**src/rtl/multi_strategy_engine.sv**
```systemverilog
// Strategy engine: per-symbol last-price table, spread/momentum tick decisions,
// a sliced TWAP scheduler and an order FIFO where tick orders take priority over TWAP slices.
module multi_strategy_engine #(
    parameter int SYMBOL_WIDTH = 32,
    parameter int PRICE_WIDTH  = 32,
    parameter int VOLUME_WIDTH = 32,
    parameter int SYM_IDX_BITS = 4,
    parameter int FIFO_DEPTH   = 8,
    parameter int MOM_SHIFT    = 7
) (
    input  logic                    clk,
    input  logic                    rst_n,
    input  logic                    tick_valid,
    input  logic [SYMBOL_WIDTH-1:0] tick_symbol,
    input  logic [PRICE_WIDTH-1:0]  tick_price,
    input  logic [PRICE_WIDTH-1:0]  tick_bid,
    input  logic [PRICE_WIDTH-1:0]  tick_ask,
    input  logic [2:0]              strategy_enable,
    input  logic [PRICE_WIDTH-1:0]  spread_min,
    input  logic [VOLUME_WIDTH-1:0] order_qty,
    input  logic                    twap_start,
    input  logic                    twap_abort,
    input  logic [SYMBOL_WIDTH-1:0] twap_symbol,
    input  logic                    twap_side,
    input  logic [VOLUME_WIDTH-1:0] twap_target_vol,
    input  logic [VOLUME_WIDTH-1:0] twap_slice_vol,
    input  logic [31:0]             twap_interval,
    output logic                    order_valid,
    input  logic                    order_ready,
    output logic [SYMBOL_WIDTH-1:0] order_symbol,
    output logic [PRICE_WIDTH-1:0]  order_price,
    output logic [VOLUME_WIDTH-1:0] order_volume,
    output logic                    order_side,
    output logic [2:0]              order_type,
    output logic [1:0]              order_strategy,
    output logic                    twap_busy,
    output logic                    twap_done,
    output logic [VOLUME_WIDTH-1:0] twap_executed,
    output logic [31:0]             decisions_made,
    output logic [31:0]             orders_generated,
    output logic [31:0]             orders_dropped
);
    localparam int NSYM  = 1 << SYM_IDX_BITS;
    localparam int PTR_W = $clog2(FIFO_DEPTH);
    localparam int CNT_W = PTR_W + 1;
    localparam logic [CNT_W-1:0] FIFO_FULL = CNT_W'(FIFO_DEPTH);

    typedef struct packed {
        logic [SYMBOL_WIDTH-1:0] symbol;
        logic [PRICE_WIDTH-1:0]  price;
        logic [VOLUME_WIDTH-1:0] volume;
        logic                    side;
        logic [2:0]              otype;
        logic [1:0]              strat;
    } order_t;

    typedef enum logic {TW_IDLE = 1'b0, TW_RUN = 1'b1} tw_state_t;

    logic [PRICE_WIDTH-1:0]  tbl_price_q [NSYM];
    logic [NSYM-1:0]         tbl_valid_q;
    logic                    s1_valid_q, s1_last_vld_q;
    logic [SYMBOL_WIDTH-1:0] s1_sym_q;
    logic [PRICE_WIDTH-1:0]  s1_price_q, s1_bid_q, s1_ask_q, s1_last_q;
    logic                    s2_valid_q;
    order_t                  s2_ord_q;
    order_t                  fifo_mem_q [FIFO_DEPTH];
    logic [PTR_W-1:0]        wr_ptr_q, rd_ptr_q;
    logic [CNT_W-1:0]        count_q;
    tw_state_t               tw_state_q;
    logic [SYMBOL_WIDTH-1:0] tw_sym_q;
    logic                    tw_side_q, tw_pend_q, tw_done_q;
    logic [VOLUME_WIDTH-1:0] tw_target_q, tw_slice_q, tw_exec_q;
    logic [31:0]             tw_interval_q, tw_timer_q;

    logic [SYM_IDX_BITS-1:0] tick_idx_s, s1_idx_s, tw_idx_s;
    logic                    fwd_s, dec_hit_s, pop_s, space_s, tick_push_s, tick_drop_s;
    logic                    slice_push_s, push_s, tw_stop_s, tw_wrap_s;
    logic [PRICE_WIDTH-1:0]  spread_s, mom_diff_s, mom_thr_s;
    logic [VOLUME_WIDTH-1:0] tw_remain_s, tw_vol_s;
    order_t                  dec_ord_s, slice_ord_s, push_ord_s, head_s;

    assign tick_idx_s = tick_symbol[SYM_IDX_BITS-1:0];
    assign s1_idx_s   = s1_sym_q[SYM_IDX_BITS-1:0];
    assign tw_idx_s   = tw_sym_q[SYM_IDX_BITS-1:0];
    // The S2 table write lands on the same edge S1 reads, so bypass it.
    assign fwd_s      = s1_valid_q && (s1_idx_s == tick_idx_s);

    // S1: capture the tick and its table entry
    always_ff @(posedge clk or negedge rst_n) begin
        if (!rst_n) begin
            s1_valid_q    <= 1'b0;
            s1_sym_q      <= '0;
            s1_price_q    <= '0;
            s1_bid_q      <= '0;
            s1_ask_q      <= '0;
            s1_last_q     <= '0;
            s1_last_vld_q <= 1'b0;
        end else begin
            s1_valid_q <= tick_valid;
            if (tick_valid) begin
                s1_sym_q      <= tick_symbol;
                s1_price_q    <= tick_price;
                s1_bid_q      <= tick_bid;
                s1_ask_q      <= tick_ask;
                s1_last_q     <= fwd_s ? s1_price_q : tbl_price_q[tick_idx_s];
                s1_last_vld_q <= fwd_s | tbl_valid_q[tick_idx_s];
            end
        end
    end

    // Spread-then-momentum decision on the S1 tick
    always_comb begin
        dec_hit_s        = 1'b0;
        dec_ord_s        = '0;
        dec_ord_s.symbol = s1_sym_q;
        dec_ord_s.volume = order_qty;
        spread_s         = s1_ask_q - s1_bid_q;
        mom_thr_s        = s1_last_q >> MOM_SHIFT;
        if (s1_price_q > s1_last_q) begin
            mom_diff_s = s1_price_q - s1_last_q;
        end else begin
            mom_diff_s = s1_last_q - s1_price_q;
        end
        if (!s1_valid_q) begin
            dec_hit_s = 1'b0;
        end else if (strategy_enable[0] && (s1_ask_q > s1_bid_q) && (spread_s >= spread_min)) begin
            dec_hit_s       = 1'b1;
            dec_ord_s.price = s1_bid_q;
            dec_ord_s.side  = 1'b0;
            dec_ord_s.otype = 3'd1;
            dec_ord_s.strat = 2'd0;
        end else if (strategy_enable[1] && s1_last_vld_q && (mom_diff_s > mom_thr_s)) begin
            dec_hit_s       = 1'b1;
            dec_ord_s.price = s1_price_q;
            dec_ord_s.side  = (s1_price_q < s1_last_q);
            dec_ord_s.otype = 3'd0;
            dec_ord_s.strat = 2'd1;
        end else begin
            dec_hit_s = 1'b0;
        end
    end

    // S2: register the decision and update the last-price table
    always_ff @(posedge clk or negedge rst_n) begin
        if (!rst_n) begin
            s2_valid_q  <= 1'b0;
            s2_ord_q    <= '0;
            tbl_valid_q <= '0;
            for (int i = 0; i < NSYM; i++) tbl_price_q[i] <= '0;
        end else begin
            s2_valid_q <= dec_hit_s;
            s2_ord_q   <= dec_ord_s;
            if (s1_valid_q) begin
                tbl_price_q[s1_idx_s] <= s1_price_q;
                tbl_valid_q[s1_idx_s] <= 1'b1;
            end
        end
    end

    assign pop_s        = (count_q != '0) && order_ready;
    assign space_s      = (count_q != FIFO_FULL) || pop_s;
    assign tick_push_s  = s2_valid_q && space_s;
    assign tick_drop_s  = s2_valid_q && !space_s;
    assign tw_stop_s    = twap_abort || !strategy_enable[2];
    assign tw_wrap_s    = (tw_timer_q == (tw_interval_q - 32'd1));
    assign tw_remain_s  = tw_target_q - tw_exec_q;
    assign tw_vol_s     = (tw_slice_q < tw_remain_s) ? tw_slice_q : tw_remain_s;
    assign slice_push_s = (tw_state_q == TW_RUN) && tw_pend_q && !tw_stop_s && !s2_valid_q && space_s;
    assign push_s       = tick_push_s || slice_push_s;

    // Slice order contents and push-source selection
    always_comb begin
        slice_ord_s        = '0;
        slice_ord_s.symbol = tw_sym_q;
        slice_ord_s.price  = tbl_valid_q[tw_idx_s] ? tbl_price_q[tw_idx_s] : '0;
        slice_ord_s.volume = tw_vol_s;
        slice_ord_s.side   = tw_side_q;
        slice_ord_s.otype  = 3'd0;
        slice_ord_s.strat  = 2'd2;
        if (tick_push_s) begin
            push_ord_s = s2_ord_q;
        end else begin
            push_ord_s = slice_ord_s;
        end
    end

    // Order FIFO storage and pointers
    always_ff @(posedge clk or negedge rst_n) begin
        if (!rst_n) begin
            wr_ptr_q <= '0;
            rd_ptr_q <= '0;
            count_q  <= '0;
            for (int i = 0; i < FIFO_DEPTH; i++) fifo_mem_q[i] <= '0;
        end else begin
            if (push_s) begin
                fifo_mem_q[wr_ptr_q] <= push_ord_s;
                wr_ptr_q             <= wr_ptr_q + PTR_W'(1);
            end
            if (pop_s) rd_ptr_q <= rd_ptr_q + PTR_W'(1);
            count_q <= count_q + CNT_W'(push_s) - CNT_W'(pop_s);
        end
    end

    // TWAP scheduler FSM
    always_ff @(posedge clk or negedge rst_n) begin
        if (!rst_n) begin
            tw_state_q    <= TW_IDLE;
            tw_sym_q      <= '0;
            tw_side_q     <= 1'b0;
            tw_target_q   <= '0;
            tw_slice_q    <= '0;
            tw_interval_q <= '0;
            tw_timer_q    <= '0;
            tw_exec_q     <= '0;
            tw_pend_q     <= 1'b0;
            tw_done_q     <= 1'b0;
        end else begin
            tw_done_q <= 1'b0;
            case (tw_state_q)
                TW_IDLE: begin
                    if (twap_start && strategy_enable[2] && (twap_target_vol != '0) && (twap_interval != 32'd0)) begin
                        tw_state_q    <= TW_RUN;
                        tw_sym_q      <= twap_symbol;
                        tw_side_q     <= twap_side;
                        tw_target_q   <= twap_target_vol;
                        tw_slice_q    <= twap_slice_vol;
                        tw_interval_q <= twap_interval;
                        tw_timer_q    <= 32'd0;
                        tw_exec_q     <= '0;
                        tw_pend_q     <= 1'b0;
                    end
                end
                TW_RUN: begin
                    if (tw_stop_s) begin
                        tw_state_q <= TW_IDLE;
                        tw_pend_q  <= 1'b0;
                    end else begin
                        tw_timer_q <= tw_wrap_s ? 32'd0 : tw_timer_q + 32'd1;
                        // A new due slice wins over clearing the one just issued.
                        if (tw_wrap_s) tw_pend_q <= 1'b1;
                        else if (slice_push_s) tw_pend_q <= 1'b0;
                        if (slice_push_s) begin
                            tw_exec_q <= tw_exec_q + tw_vol_s;
                            if (tw_vol_s == tw_remain_s) begin
                                tw_done_q  <= 1'b1;
                                tw_state_q <= TW_IDLE;
                                tw_pend_q  <= 1'b0;
                            end
                        end
                    end
                end
                default: tw_state_q <= TW_IDLE;
            endcase
        end
    end

    // Wrapping activity counters
    always_ff @(posedge clk or negedge rst_n) begin
        if (!rst_n) begin
            decisions_made   <= 32'd0;
            orders_generated <= 32'd0;
            orders_dropped   <= 32'd0;
        end else begin
            decisions_made   <= decisions_made + 32'(s1_valid_q);
            orders_generated <= orders_generated + 32'(push_s);
            orders_dropped   <= orders_dropped + 32'(tick_drop_s);
        end
    end

    assign head_s         = fifo_mem_q[rd_ptr_q];
    assign order_valid    = (count_q != '0);
    assign order_symbol   = head_s.symbol;
    assign order_price    = head_s.price;
    assign order_volume   = head_s.volume;
    assign order_side     = head_s.side;
    assign order_type     = head_s.otype;
    assign order_strategy = head_s.strat;
    assign twap_busy      = (tw_state_q == TW_RUN);
    assign twap_done      = tw_done_q;
    assign twap_executed  = tw_exec_q;
endmodule
```
**config.mk**
```make
export PLATFORM = sky130hd
export DESIGN_NAME = multi_strategy_engine
export DESIGN_NICKNAME = d
export VERILOG_FILES = /design/src/rtl/multi_strategy_engine.sv
export SDC_FILE = /design/constraint.sdc
export NUM_CORES = 2
export LEC_CHECK = 0
export BUFFER_PORTS_ARGS = -buffer_cell sky130_fd_sc_hd__buf_2
export CELL_PAD_IN_SITES_DETAIL_PLACEMENT = 0
export CELL_PAD_IN_SITES_GLOBAL_PLACEMENT = 1
export CORE_ASPECT_RATIO = 0.75
export CORE_MARGIN = 2
export CORE_UTILIZATION = 54
export DETAILED_ROUTE_END_ITERATION = 12
export HOLD_SLACK_MARGIN = 0.1
export PLACE_DENSITY = 0.82
export SKIP_CTS_REPAIR_TIMING = 1
export SLEW_MARGIN = 40
export SYNTH_ARGS = -nofsm -noshare
export SYNTH_HDL_FRONTEND = slang
export SYNTH_SLANG_ARGS = --single-unit
```
**constraint.sdc**
```tcl
create_clock -name clk -period 11.1 [get_ports clk]
set_clock_uncertainty 0.1 [all_clocks]
set_input_delay 2.22 -clock clk [delete_from_list [all_inputs] [get_ports clk]]
set_output_delay 2.22 -clock clk [all_outputs]
set_load 0.03 [all_outputs]
```
==> impl_metrics.py <==
metrics = {
    "drt": {
        "drt-initial-drc-count": 6634,
        "post_drt_wl_per_cell_um": 25.91,
        "drc": 0,
        "wl_met3_um": 26100,
        "drt-met1-wl_um": 128600,
        "num_vias": 72500,
        "ant_nets": 0,
        "routed-wl-met2_um": 133500,
        "vias_per_cell": 6.273,
        "drt_wl_total_um": 299500,
        "highest_layer": "met5",
        "drt_pass1_iterations": 5,
    },
    "floorplan": {
        "die_area_um2": 183800,
        "initial_utilization": 0.5455,
        "ios": 563,
        "rows": 134,
        "core_um2": 178600,
        "fp.dieW_um": 494.4,
        "die_h_um": 371.8,
    },
    "global_routing": {
        "antenna_found_initial": 13,
        "grt_start_max_net_pins": 161,
        "first_global_vias": 71810,
        "grt_usage": 0.3248,
        "grt_pass1_wl_um": 453100,
        "grt-ovfl-total": 0,
    },
    "place": {
        "gp_congestion": 0.9906,
        "dp_slack_ns": 2.788,
        "dp_hpwl_um": 200900,
        "numPortBuffers": 560,
    },
    "cts": {
        "cts_max_path_buffers": 3,
        "clock-sinks": 1892,
        "clk_latency_ns": 0.83,
        "cts_tree": "yes",
        "cts_max_level": 4,
        "clkTransAtPathRegs_ns": 0.06,
        "clock-root-buffer": "clkbuf_16",
        "cts_made_buffers": 186,
    },
    "sta": {
        "tns_ns": 0,
        "final_hold_viol_count": 0,
        "setup_violations": 0,
        "rsz0062_at_grt": "no",
        "fmax_mhz": 117.8,
        "maxSlewHeadroom": 0.3643,
        "worst_slack_ns": 2.611,
        "worstMarginPinSlew_ns": 0.9536,
        "period_share": 0.7647,
        "min_period_ns": 8.489,
        "finalMaxSlewViolations": 0,
        "hold_ws_ns": 0.2677,
    },
    "logic_synthesis": {
        "synth-seq-cells": 1892,
        "synth-edff-count": 0,
        "ys_async_sr_fraction": 1.000,
        "yosysWarnings": 0,
        "netlist_top_cells_area": "dfrtp_1, mux4_2, mux2_2",
        "yosysTopAreaCell": "dfrtp_1",
        "ys_seq_area_frac": 0.4861,
        "synth_top_flop_cell": "dfrtp_1",
        "synthesis.area_um2": 97410,
        "syn_avg_cell_area_um2": 11.16,
        "syn_inst": 8732,
        "yosys.cell_types.count": 84,
        "yosys.area.top_type_share": 0.4861,
    },
    "power_and_ir_drop": {
        "intPower_mw": 17.88,
        "power_mw": 29.28,
        "p_sw_mw": 11.39,
        "p_clk_frac": 0.228,
        "p_seq_frac": 0.365,
        "irDropWorstVdd_mv": 0.1579,
        "power.leakage_nw": 48.97,
        "p_sw_frac": 0.3891,
        "combPwrFrac": 0.407,
        "powerDensity_nw_per_um2": 267.7,
    },
    "final_layout": {
        "multi_input_area_um2": 47230,
        "regArea_um2": 47370,
        "final_cell_mix": "dfrtp_1, nand2_1, o21ai_0, mux2_2, buf_2",
        "nNetsFinal": 9614,
        "top_regs": "fifo_mem_q (800), tbl_price_q (512), s2_ord_q (99)",
        "final_common_cell": "dfrtp_1",
        "regMostFlops": "fifo_mem_q",
        "nFillCells": 14410,
        "final_layout_size_suffix_gt1_frac": 0.2445,
        "syn2layout_area_growth_pct": 12.27,
        "final_core_util": 0.6125,
        "largest_register_ffs": 800,
    },
    "worst_setup_path": {
        "startpoint": "twap_executed[0]",
        "worstRegToRegCells": 30,
        "worst_setup_path_start_kind": "flip-flop",
        "crit_type": "flip-flop to flip-flop",
        "max_stage_delay_ns": 0.51,
        "critical_path.max_fanout": 62,
        "worstPathArrival_ns": 9.07,
        "cp_slowest_cell": "buf_4",
        "worst_setup_path_end_kind": "flip-flop",
        "rr_startpoint": "twap_executed[0]",
        "cpMostUsedCell": "ha_1",
        "worstPathRequired_ns": 11.68,
    },
    "worst_hold_path": {
        "hp-class": "flip-flop to flip-flop",
        "hp-start": "s1_sym_q[19]",
        "holdPathStages": 0,
    },
    "run": {
        "max_cap_violations": 0,
    },
    "status": {
        "run_status": "finished, final reports clean",
    },
}
==> stage by stage <==
stage               std cells  cell area, um^2
floorplan                8733            97410
global placement        11180           102200
detailed placement      11190           102500
CTS                     11540           109000
global route            11550           109300
finish                  11560           109400
==> cell type report <==
| cell class | count | area share |
|---|---|---|
| tap | 2380 | 0.02723 |
| clock inverter | 73 | 0.008970 |
| inverter | 234 | 0.008032 |
| antenna | 7 | 0.0001602 |
| sequential | 1892 | 0.4332 |
| multi-input combinational | 6000 | 0.4319 |
| timing repair buffer | 696 | 0.04052 |
| clock buffer | 276 | 0.05007 |
==> cells in the mapped netlist (22+ instances only) <==
library cell  number
dfrtp_1         1892
nand2_1         1334
o21ai_0         1171
mux2_2           616
clkbuf_1         541
mux4_2           529
a21oi_1          334
nor2_1           288
ha_1             268
inv_1            234
xnor2_1          173
mux2i_1          115
nand3_1          114
a21o_1            94
nor3_1            88
nand4_1           83
xor2_1            83
a31oi_1           60
o31ai_1           57
buf_1             56
and3_1            52
nor4_1            51
nor3b_1           41
a32oi_1           34
a211oi_1          32
nand2b_1          28
or2_2             24
o21a_1            23
or3_1             23
o21bai_1          22
==> power by group through the flow <==
stage	Combinational (mW)	Sequential [mW]	Clock, mW
after detailed placement	11.7	10.8	0
after global placement	11.5	10.6	0
after CTS	11.8	10.7	6.79
final	11.9	10.7	6.69
after global routing	12.9	10.9	7.08
after floorplan	8.49	10.1	0
==> kinds of logic (layout without fill, tap and decap cells) <==
kind of cell | after synthesis | after routing | share of synthesized area
AOI/OAI and AO/OA | 1995 | 1995 | 0.1162
DFF | 1892 | 1892 | 0.4861
other | 1 | 9 | 0.00003850
and+or+nand+nor | 2206 | 2206 | 0.09922
adders and majority gates | 274 | 274 | 0.03566
xor gates and xnor gates | 263 | 263 | 0.02465
muxes | 1260 | 1260 | 0.2053
buffers and inverters | 841 | 1279 | 0.03281
==> routing by layer <==
metal  up-vias  global-route usage
met4         8              0.1141
li1      32140                   -
met2      2993              0.4866
met1     36840              0.4681
met5         -                   0
met3       524             0.07379
==> worst max-delay path: cells and delay by family, from the launching register on <==
family / cells / cell delay, ns
compound gates: 16 / 3.89
xor+xnor: 1 / 0.20
fa+ha+maj: 5 / 1.68
buf+inv: 3 / 0.78
flops: 1 / 0.41
simple gates: 5 / 1.28
==> final timing paths <==
path,to,slack [ns]
max,twap_executed[30],2.61
min,s2_ord_q[89],0.27
max reg2reg,twap_executed[30],2.61
min reg2reg,s2_ord_q[89],0.27
max in group asynchronous,tw_interval_q[2],7.02
min in group asynchronous,orders_generated[27],1.16
(Power assumes the default switching activity.)
